--- src/rtl/seg_scan_display_if.sv ---
// Bus for the multiplexed 7-segment scanner: digit/attribute inputs with an
// update strobe, plus the registered segment/enable drive and the frame strobe.
interface seg_scan_display_if #(
  parameter int unsigned NUM_DIG = 8
) ();
  logic                   upd;
  logic [4*NUM_DIG-1:0]   digits;
  logic [NUM_DIG-1:0]     dp;
  logic [NUM_DIG-1:0]     blank;
  logic [NUM_DIG-1:0]     blink;
  logic [7:0]             seg_out;
  logic [7:0]             seg_en;
  logic                   frame_tick;

  modport master (
    output upd, digits, dp, blank, blink,
    input  seg_out, seg_en, frame_tick
  );

  modport slave (
    input  upd, digits, dp, blank, blink,
    output seg_out, seg_en, frame_tick
  );
endinterface

--- src/rtl/seg_scan_display.sv ---
// Time-multiplexed hex display scanner with double-buffered digit attributes,
// per-slot dead time, blanking and frame-synchronous blinking.
module seg_scan_display #(
  parameter int unsigned NUM_DIG    = 8,
  parameter int unsigned SCAN_DIV   = 100000,
  parameter int unsigned BLANK_CYC  = 16,
  parameter int unsigned BLINK_DIV  = 250,
  parameter bit          ACTIVE_LOW = 1'b1
) (
  input logic                clk,
  input logic                rst,
  seg_scan_display_if.slave  bus
);

  localparam int unsigned CntW = (SCAN_DIV > 1) ? $clog2(SCAN_DIV) : 1;
  localparam int unsigned IdxW = (NUM_DIG > 1) ? $clog2(NUM_DIG) : 1;
  localparam int unsigned BlkW = (BLINK_DIV > 1) ? $clog2(BLINK_DIV) : 1;
  localparam logic [7:0]  SegOff = {8{ACTIVE_LOW}};

  logic [CntW-1:0]        div_cnt_q, div_cnt_d;
  logic [IdxW-1:0]        idx_q, idx_d;
  logic [BlkW-1:0]        blink_cnt_q, blink_cnt_d;
  logic                   blink_phase_q, blink_phase_d;
  logic                   div_last, idx_last, frame_tick;

  logic [4*NUM_DIG-1:0]   dig_p_q, dig_p_d, dig_a_q, dig_a_d;
  logic [NUM_DIG-1:0]     dp_p_q, dp_p_d, dp_a_q, dp_a_d;
  logic [NUM_DIG-1:0]     blank_p_q, blank_p_d, blank_a_q, blank_a_d;
  logic [NUM_DIG-1:0]     blink_p_q, blink_p_d, blink_a_q, blink_a_d;

  logic [7:0]             seg_out_q, seg_out_d, seg_en_q, seg_en_d;
  logic [3:0]             nib;
  logic                   cur_dp, cur_blank, cur_blink, lit;
  logic [7:0]             seg_hi, en_hi;

  function automatic logic [6:0] hex7(input logic [3:0] v);
    logic [6:0] s;
    case (v)
      4'h0: s = 7'h3F;
      4'h1: s = 7'h06;
      4'h2: s = 7'h5B;
      4'h3: s = 7'h4F;
      4'h4: s = 7'h66;
      4'h5: s = 7'h6D;
      4'h6: s = 7'h7D;
      4'h7: s = 7'h07;
      4'h8: s = 7'h7F;
      4'h9: s = 7'h6F;
      4'hA: s = 7'h77;
      4'hB: s = 7'h7C;
      4'hC: s = 7'h39;
      4'hD: s = 7'h5E;
      4'hE: s = 7'h79;
      default: s = 7'h71;
    endcase
    return s;
  endfunction

  // Scan timing and blink phase.
  always_comb begin
    div_last   = (div_cnt_q == CntW'(SCAN_DIV - 1));
    idx_last   = (idx_q == IdxW'(NUM_DIG - 1));
    frame_tick = div_last && idx_last && !rst;

    div_cnt_d = div_last ? '0 : div_cnt_q + CntW'(1);
    idx_d     = idx_q;
    if (div_last) begin
      idx_d = idx_last ? '0 : idx_q + IdxW'(1);
    end

    blink_cnt_d   = blink_cnt_q;
    blink_phase_d = blink_phase_q;
    if (frame_tick) begin
      if (blink_cnt_q == BlkW'(BLINK_DIV - 1)) begin
        blink_cnt_d   = '0;
        blink_phase_d = ~blink_phase_q;
      end else begin
        blink_cnt_d = blink_cnt_q + BlkW'(1);
      end
    end
  end

  // Active set loads from the post-update pending set, so an upd coinciding
  // with frame_tick lands in both at once.
  always_comb begin
    dig_p_d   = bus.upd ? bus.digits : dig_p_q;
    dp_p_d    = bus.upd ? bus.dp     : dp_p_q;
    blank_p_d = bus.upd ? bus.blank  : blank_p_q;
    blink_p_d = bus.upd ? bus.blink  : blink_p_q;

    dig_a_d   = frame_tick ? dig_p_d   : dig_a_q;
    dp_a_d    = frame_tick ? dp_p_d    : dp_a_q;
    blank_a_d = frame_tick ? blank_p_d : blank_a_q;
    blink_a_d = frame_tick ? blink_p_d : blink_a_q;
  end

  always_comb begin
    nib       = '0;
    cur_dp    = 1'b0;
    cur_blank = 1'b1;
    cur_blink = 1'b0;
    for (int i = 0; i < NUM_DIG; i++) begin
      if (idx_q == IdxW'(i)) begin
        nib       = dig_a_q[4*i +: 4];
        cur_dp    = dp_a_q[i];
        cur_blank = blank_a_q[i];
        cur_blink = blink_a_q[i];
      end
    end

    lit = (32'(div_cnt_q) >= BLANK_CYC) && !cur_blank && !(cur_blink && blink_phase_q);

    en_hi = '0;
    for (int i = 0; i < NUM_DIG; i++) begin
      en_hi[i] = lit && (idx_q == IdxW'(i));
    end
    seg_hi = lit ? {cur_dp, hex7(nib)} : 8'h00;

    seg_out_d = ACTIVE_LOW ? ~seg_hi : seg_hi;
    seg_en_d  = ACTIVE_LOW ? ~en_hi  : en_hi;
  end

  always_ff @(posedge clk) begin
    if (rst) begin
      div_cnt_q     <= '0;
      idx_q         <= '0;
      blink_cnt_q   <= '0;
      blink_phase_q <= 1'b0;
      dig_p_q       <= '0;
      dp_p_q        <= '0;
      blank_p_q     <= '1;
      blink_p_q     <= '0;
      dig_a_q       <= '0;
      dp_a_q        <= '0;
      blank_a_q     <= '1;
      blink_a_q     <= '0;
      seg_out_q     <= SegOff;
      seg_en_q      <= SegOff;
    end else begin
      div_cnt_q     <= div_cnt_d;
      idx_q         <= idx_d;
      blink_cnt_q   <= blink_cnt_d;
      blink_phase_q <= blink_phase_d;
      dig_p_q       <= dig_p_d;
      dp_p_q        <= dp_p_d;
      blank_p_q     <= blank_p_d;
      blink_p_q     <= blink_p_d;
      dig_a_q       <= dig_a_d;
      dp_a_q        <= dp_a_d;
      blank_a_q     <= blank_a_d;
      blink_a_q     <= blink_a_d;
      seg_out_q     <= seg_out_d;
      seg_en_q      <= seg_en_d;
    end
  end

  assign bus.seg_out    = seg_out_q;
  assign bus.seg_en     = seg_en_q;
  assign bus.frame_tick = frame_tick;

endmodule
--- src/flat_wrapper.sv ---
// flat-port wrapper written by rule: the top's interface ports become plain ports
module seg_scan_display_flat 
#(
  parameter int unsigned NUM_DIG    = 8,
  parameter int unsigned SCAN_DIV   = 100000,
  parameter int unsigned BLANK_CYC  = 16,
  parameter int unsigned BLINK_DIV  = 250,
  parameter bit          ACTIVE_LOW = 1'b1
)
  (clk, rst, bus_upd, bus_digits, bus_dp, bus_blank, bus_blink, bus_seg_out, bus_seg_en, bus_frame_tick);
  seg_scan_display_if #(.NUM_DIG(NUM_DIG)) bus_i ();
  input logic clk;
  input logic rst;
  input wire logic [$bits(bus_i.upd)-1:0] bus_upd;
  input wire logic [$bits(bus_i.digits)-1:0] bus_digits;
  input wire logic [$bits(bus_i.dp)-1:0] bus_dp;
  input wire logic [$bits(bus_i.blank)-1:0] bus_blank;
  input wire logic [$bits(bus_i.blink)-1:0] bus_blink;
  output wire logic [$bits(bus_i.seg_out)-1:0] bus_seg_out;
  output wire logic [$bits(bus_i.seg_en)-1:0] bus_seg_en;
  output wire logic [$bits(bus_i.frame_tick)-1:0] bus_frame_tick;
  assign bus_i.upd = bus_upd;
  assign bus_i.digits = bus_digits;
  assign bus_i.dp = bus_dp;
  assign bus_i.blank = bus_blank;
  assign bus_i.blink = bus_blink;
  assign bus_seg_out = bus_i.seg_out;
  assign bus_seg_en = bus_i.seg_en;
  assign bus_frame_tick = bus_i.frame_tick;
  seg_scan_display #(.NUM_DIG(NUM_DIG), .SCAN_DIV(SCAN_DIV), .BLANK_CYC(BLANK_CYC), .BLINK_DIV(BLINK_DIV), .ACTIVE_LOW(ACTIVE_LOW)) u_core (.clk(clk), .rst(rst), .bus(bus_i));
endmodule
--- config.mk ---
export PLATFORM = sky130hd
export DESIGN_NAME = seg_scan_display_flat
export DESIGN_NICKNAME = d
export VERILOG_FILES = /design/src/rtl/seg_scan_display_if.sv /design/src/rtl/seg_scan_display.sv /design/src/flat_wrapper.sv
export SDC_FILE = /design/constraint.sdc
export NUM_CORES = 1
export LEC_CHECK = 0
export BUFFER_PORTS_ARGS = -buffer_cell sky130_fd_sc_hd__buf_2
export CORE_ASPECT_RATIO = 1.25
export CORE_MARGIN = 8
export CORE_UTILIZATION = 40
export CTS_BUF_LIST = sky130_fd_sc_hd__clkbuf_4 sky130_fd_sc_hd__clkbuf_8 sky130_fd_sc_hd__clkbuf_16
export CTS_CLUSTER_DIAMETER = 50
export DETAILED_ROUTE_END_ITERATION = 7
export PLACE_DENSITY = 0.55
export SLEW_MARGIN = 20
export SYNTH_ARGS = -nofsm -noshare
export SYNTH_HDL_FRONTEND = slang
export SYNTH_SLANG_ARGS = --single-unit
--- constraint.sdc ---
create_clock -name clk -period 6.7 [get_ports clk]
set_clock_uncertainty 0.05 [all_clocks]
set_input_delay 0.67 -clock clk [delete_from_list [all_inputs] [get_ports clk]]
set_output_delay 0.67 -clock clk [all_outputs]
set_load 0.02 [all_outputs]
======== After elaboration in Yosys (flattened, before gate mapping) ========
Memories as Yosys holds them, arrays and structs flattened.
Cells that the tools add are included.
cells by class
  multiplexer cells ....................... 39
  equal/unequal tests ..................... 9
  add/sub/neg operators ................... 3
  order comparisons ....................... 1
  bitwise operators ....................... 3
  reduce and logical (&&, ||, !) cells .... 19
operator list
  cell                     count
  $mux W8                  5
  $mux W32                 1
  $mux W4                  8
  $mux W1                  24
  $add A17 B1 Y17 const B  1
  $eq A17 B17 Y1 const B   1
  $ge A17 B5 Y1 const B    1
  $not A8 Y8               2
  $logic_and A1 B1 Y1      13
  $eq A3 B3 Y1 const B     4
  $add A8 B1 Y8 const B    1
  $eq A8 B8 Y1 const B     1
  $eq A3 B2 Y1 const B     2
  $add A3 B1 Y3 const B    1
  $eq A3 B1 Y1 const B     1
  $logic_not A1 Y1         3
  $logic_not A3 Y1         1
  $mux W3                  1
  $reduce_and A2 Y1        1
  $reduce_or A2 Y1         1
  $not A1 Y1               1
word-level totals
  memory bits (read-only) ................. 112
  bits in registers ....................... 157
  bits of input ports ..................... 59
  word-level logic and storage cells ...... 89
  output and inout port bits .............. 17
  memories ................................ 1
memory list
  name             depth  bits a word  rd ports  clocked after Yosys merged registers in  wr ports  line                    text
  (no name shown)  16     7            1         0                                        0         seg_scan_display.sv:38  case (v)

======== Longest topological paths before layout ========
  depth after elaboration ................. 14
  mapped depth ............................ 15
  mapped depth without buffers ............ 12

======== Least setup slack after synthesis ========
Ideal clock, no wire load.
  path kind ............................... reg-to-reg
  start point ............................. register u_core.idx_q[2]
  end point ............................... register u_core.seg_out_q[3] (netlist: u_core.bus.seg_out[3])
  clock period less this slack ............ 2.864 ns
  library setup time ...................... 0.125 ns
  buffers on the path ..................... 3
  cell stages (with the launch flop) ...... 15
  path slack .............................. 3.836 ns
  arrival time ............................ 2.689 ns
  data required time ...................... 6.525 ns
  cells stage by stage .................... dfxtp_1 > buf_4 > buf_2 > inv_1 > ha_1 > buf_2 > or2_4 > a21oi_1 > a21oi_1 > o21ai_0 > inv_1 > ha_1 > o21ai_0 > a21oi_1 > o21ai_0
between the ends
  cells in the longest elaborated chain, start to end .. 14
  elaborated cells on any way between the ends .. 40
  those cells by class .................... 7 x eq/ne; 25 x mux; 1 x bitwise; 6 x reduce/logical; 1 x memory
ends and longest elaborated chain
  item                                                                     line                     text
  from (decl)                                                              seg_scan_display.sv:21   logic [IdxW-1:0] idx_q, idx_d;
  from (signal assigned)                                                   seg_scan_display.sv:141  idx_q <= idx_d;
  parallel branches: the longest is 12 deep, another holds $mem_v2 Z16 W7  n/a
  $mux W8 (*)                                                              seg_scan_display.sv:117  seg_hi = lit ? {cur_dp, hex7(nib)} : 8'h00;
  $not A8 Y8 (*)                                                           seg_scan_display.sv:119  seg_out_d = ACTIVE_LOW ? ~seg_hi : seg_hi;
  to (signal assigned)                                                     seg_scan_display.sv:137  seg_out_q <= SegOff;
  to (signal assigned)                                                     seg_scan_display.sv:152  seg_out_q <= seg_out_d;
  to (decl)                                                                seg_scan_display.sv:31   logic [7:0] seg_out_q, seg_out_d, seg_en_q, seg_en_d;
Every way passes the cells marked *.
A chain may end at the register's enable or synchronous reset.

======== Worst setup path after layout ========
  start point ............................. register u_core.idx_q[2]
  end point ............................... output bus_frame_tick
between the ends
  cells in the longest elaborated chain, start to end .. 3
ends and longest elaborated chain
  item                              line                    text
  $eq A3 B3 Y1                      seg_scan_display.sv:62  idx_last = (idx_q == IdxW'(NUM_DIG - 1));
  $logic_and A1 B1 Y1 (2 in a row)  seg_scan_display.sv:63  frame_tick = div_last && idx_last && !rst;
  to (decl)                         flat_wrapper.sv:21      output wire logic [$bits(bus_i.frame_tick)-1:0] bus_frame_tick;
No other way between the ends.

==> flow_metrics.tcl <==
set metrics [dict create \
    grt.overflow.total 0 \
    post-cts-setup-buffer-count 0 \
    dp_cells 959 \
    die-area_um2 21000 \
    tightest_slew_margin_relative_to_the_limit 0.361 \
    synth_top_flop_cell "sky130_fd_sc_hd__dfxtp_1" \
    worstPathRequired_ns 5.98 \
    crit_arrival_ns 2.98 \
    proportion_of_synthesized_chip_area_in_sequential_cells 0.475 \
    synth_enable_flop_cells 0 \
    drt_wl_total_um 15000 \
    ff_latch_area_um2 3140 \
    drtPass1Iterations 5 \
    port-buffer-count 75 \
    grt_antenna_before_repair 0 \
    yosys.area.top_type_share 0.475 \
    post_dp_cell_area_um2 7060 \
    die_w_um 131 \
    crit_path_top_delay_cell "sky130_fd_sc_hd__dfxtp_1" \
    die_height_um 160 \
    grt_pass1_vias 4987 \
    drc 0 \
    fraction_of_registers_with_async_set_reset 0 \
    worst_setup_hold_path_clk_slew_ns 0.06 \
    number_of_cells_upsized_or_downsized_after_cts 0 \
    synthCells 713 \
    track_usage 0.150 \
    effective_utilization_at_floorplan 0.409 \
    rows 52 \
    finalHoldViolations 0 \
    drt_iter0_drc 329 \
    place_congestion 0.857 \
    run_status "finished, final reports clean" \
    setup_repair_after_global_routing_missed_its_margin "no" \
    final_cell_count_no_fill 990 \
    synth_cell_types 62 \
    tritoncts_clock_tree "done" \
    p_total_mw 2.05 \
    grt_first_pass_wirelength_um 25000 \
    synth-seq-cells 157 \
    number_of_clock_sinks 157 \
    clockBufferDepth 2 \
    cp-end-kind "output pin" \
    synth_largest_area_cell "sky130_fd_sc_hd__dfxtp_1" \
    timing.final.crit_share 0.553 \
    postLayoutCellArea_um2 7670 \
    critical_path.max_stage_delay_ns 0.75 \
    final_period_minus_worst_setup_slack_ns 3.70 \
    hold_buffers 0 \
    mappedNetlistArea_um2 6620 \
    multiInputGateArea_um2 3170 \
    slew_viol_final 0 \
    criticalPathCategory "flop to output pin" \
    filler_cell_count 1556 \
    cts.htree.levels 4 \
    final_net_count 837 \
    crit_path_start_kind "flop" \
    design.portCount 76 \
    pwr_density_cell_nw_per_um2 267 \
    cell_types_with_the_largest_area_share_after_synthesis "sky130_fd_sc_hd__dfxtp_1 (47%), sky130_fd_sc_hd__mux2i_1 (8.2%), sky130_fd_sc_hd__nor2_1 (7.7%)" \
    synthesis.area_per_instance_um2 9.29 \
    numCtsBuffers 17 \
    design.core.area_um2 16200 \
    post_drt_wl_per_cell_um 15.2 \
    grt_max_degree 68 \
    dp_hpwl_um 10600 \
    cellLeakagePower_nw 2.95 \
    routed_via_count_divided_by_cell_count 5.09 \
    synth-warning-count 0 \
    irDropWorstVdd_mv 0.154 \
    synth_net_count 788 \
    drtAntennaViolNets 0 \
    area_delta_synth_final_pct 15.9 \
    totalNegativeSetupSlack_ns 0 \
    path_max_fanout 22 \
    slew_at_the_pin_closest_to_its_max_slew_limit_ns 0.958 \
    max-cap-violations 0 \
    setup-violations-final 0 \
    dr_total_vias 5039 \
    clockRootBuffer "sky130_fd_sc_hd__clkbuf_16" \
    clkLatencyLatePin_ns 0.42 \
    min-delay-path-class "flop to flop" \
    drive_above_1_share 0.167 \
    crit_chain "ha_1 > inv_1 > or3_4 > nor2_1 > buf_2" \
    maxClockFrequency_mhz 270 \
    antenna_cells 0 \
]
-- cells in the mapped netlist, types with 4 or more instances --
| master | number |
|---|---|
| sky130_fd_sc_hd__inv_1 | 20 |
| sky130_fd_sc_hd__dfxtp_1 | 157 |
| sky130_fd_sc_hd__buf_2 | 22 |
| sky130_fd_sc_hd__a211o_1 | 10 |
| sky130_fd_sc_hd__xor2_1 | 8 |
| sky130_fd_sc_hd__nor2b_1 | 9 |
| sky130_fd_sc_hd__a211oi_1 | 50 |
| sky130_fd_sc_hd__nand3_1 | 18 |
| sky130_fd_sc_hd__o21ai_0 | 23 |
| sky130_fd_sc_hd__and3_1 | 6 |
| sky130_fd_sc_hd__nor2_1 | 135 |
| sky130_fd_sc_hd__nand3b_1 | 6 |
| sky130_fd_sc_hd__nand2_1 | 32 |
| sky130_fd_sc_hd__clkbuf_1 | 18 |
| sky130_fd_sc_hd__nand2b_1 | 9 |
| sky130_fd_sc_hd__nor3_2 | 4 |
| sky130_fd_sc_hd__o211ai_1 | 5 |
| sky130_fd_sc_hd__a21oi_1 | 25 |
| sky130_fd_sc_hd__mux2i_1 | 54 |
| sky130_fd_sc_hd__nand4_1 | 5 |
| sky130_fd_sc_hd__ha_1 | 16 |
| sky130_fd_sc_hd__xnor2_1 | 14 |
-- worst max-delay path, delay by kind of cell, from the launching register on --
kind,cells,cell delay [ns]
flip-flops,1,0.75
AND/OR/NAND/NOR,2,0.68
adder cells (fa/ha/maj),1,0.55
buffers and inverters,2,0.59
-- metrics by stage --
stage	worst slack, ns	hold slack [ns]	utilization
global placement	3.38	0.396	0.436
CTS	2.95	0.417	0.474
floorplan	3.84	0.376	-
detailed placement	3.23	0.406	0.436
finish	3.00	0.421	0.474
global route	2.71	0.430	0.474
-- flip-flops by register name, indices dropped and copies added (netlist names) --
name,count
u_core.blank_a_q,8
u_core.blank_p_q,8
u_core.blink_a_q,8
u_core.blink_cnt_q,8
u_core.blink_p_q,8
u_core.blink_phase_q,1
u_core.bus.seg_en,8
u_core.bus.seg_out,8
u_core.dig_a_q,32
u_core.dig_p_q,32
u_core.div_cnt_q,17
u_core.dp_a_q,8
u_core.dp_p_q,8
u_core.idx_q,3
-- cells by family (layout without fill, tap and decap cells) --
kind of cell,after synthesis,after routing,share of synthesized area
AOI/OAI and AO/OA,146,146,0.157
and+or+nand+nor,250,250,0.180
muxes,54,54,0.0816
buffers and inverters,68,129,0.0480
DFF,157,157,0.475
adders and majority gates,16,16,0.0302
xor gates and xnor gates,22,22,0.0291
-- area by class of cell --
class / count / area share
multi-input combinational: 488 / 0.413
clock buffer: 20 / 0.0584
clock inverter: 11 / 0.0218
tap: 216 / 0.0352
inverter: 20 / 0.00978
sequential: 157 / 0.410
timing repair buffer: 78 / 0.0525
-- cell usage in the layout (no fill, tap or decap), types with 4 or more instances in the layout --
cell                        netlist  final
sky130_fd_sc_hd__nand4_1          5      5
sky130_fd_sc_hd__xnor2_1         14     14
sky130_fd_sc_hd__buf_4            3      5
sky130_fd_sc_hd__mux2i_1         54     54
sky130_fd_sc_hd__nor2_1         135    135
sky130_fd_sc_hd__a21oi_1         25     25
sky130_fd_sc_hd__dfxtp_1        157    157
sky130_fd_sc_hd__nand3b_1         6      6
sky130_fd_sc_hd__a211o_1         10     10
sky130_fd_sc_hd__and3_1           6      6
sky130_fd_sc_hd__nand2_1         32     32
sky130_fd_sc_hd__nand2b_1         9      9
sky130_fd_sc_hd__inv_1           20     20
sky130_fd_sc_hd__xor2_1           8      8
sky130_fd_sc_hd__nand3_1         18     18
sky130_fd_sc_hd__bufinv_16        0      4
sky130_fd_sc_hd__a211oi_1        50     50
sky130_fd_sc_hd__buf_2           22     73
sky130_fd_sc_hd__nor2b_1          9      9
sky130_fd_sc_hd__o21ai_0         23     23
sky130_fd_sc_hd__o211ai_1         5      5
sky130_fd_sc_hd__clkbuf_16        0     17
sky130_fd_sc_hd__ha_1            16     16
-- worst paths after layout --
check | cells after the start | slack, ns | start | endpoint
worst max-delay path | 5 | 3.00 | u_core.idx_q[2]$_SDFFE_PP0N_ | bus_frame_tick
worst min-delay path | 1 | 0.42 | u_core.blank_a_q[1]$_SDFFE_PP1P_ | u_core.blank_a_q[1]$_SDFFE_PP1P_
worst max register to register | 12 | 3.10 | u_core.idx_q[2]$_SDFFE_PP0N_ | u_core.bus.seg_out[3]$_SDFF_PP1_
worst min register to register | 1 | 0.42 | u_core.blank_a_q[1]$_SDFFE_PP1P_ | u_core.blank_a_q[1]$_SDFFE_PP1P_
-- where the power goes --
| group | internal, mW | leakage [nW] | total (mW) | switching [mW] |
|---|---|---|---|---|
| logic | 0.0365 | 1.37 | 0.0856 | 0.0492 |
| clock network | 0.633 | 0.301 | 0.999 | 0.366 |
| registers | 0.955 | 1.28 | 0.962 | 0.00657 |
-- layer usage --
metal / vias to the layer above / global-route usage / share of wire
met1: 2337 / 0.182 / 0.45
met4: 0 / 0.0623 / 0.019
li1: 2586 / - / -
met3: 24 / 0.0360 / 0.044
met2: 92 / 0.245 / 0.49
met5: - / 0 / 0
Power figures use the tool's default switching activity.
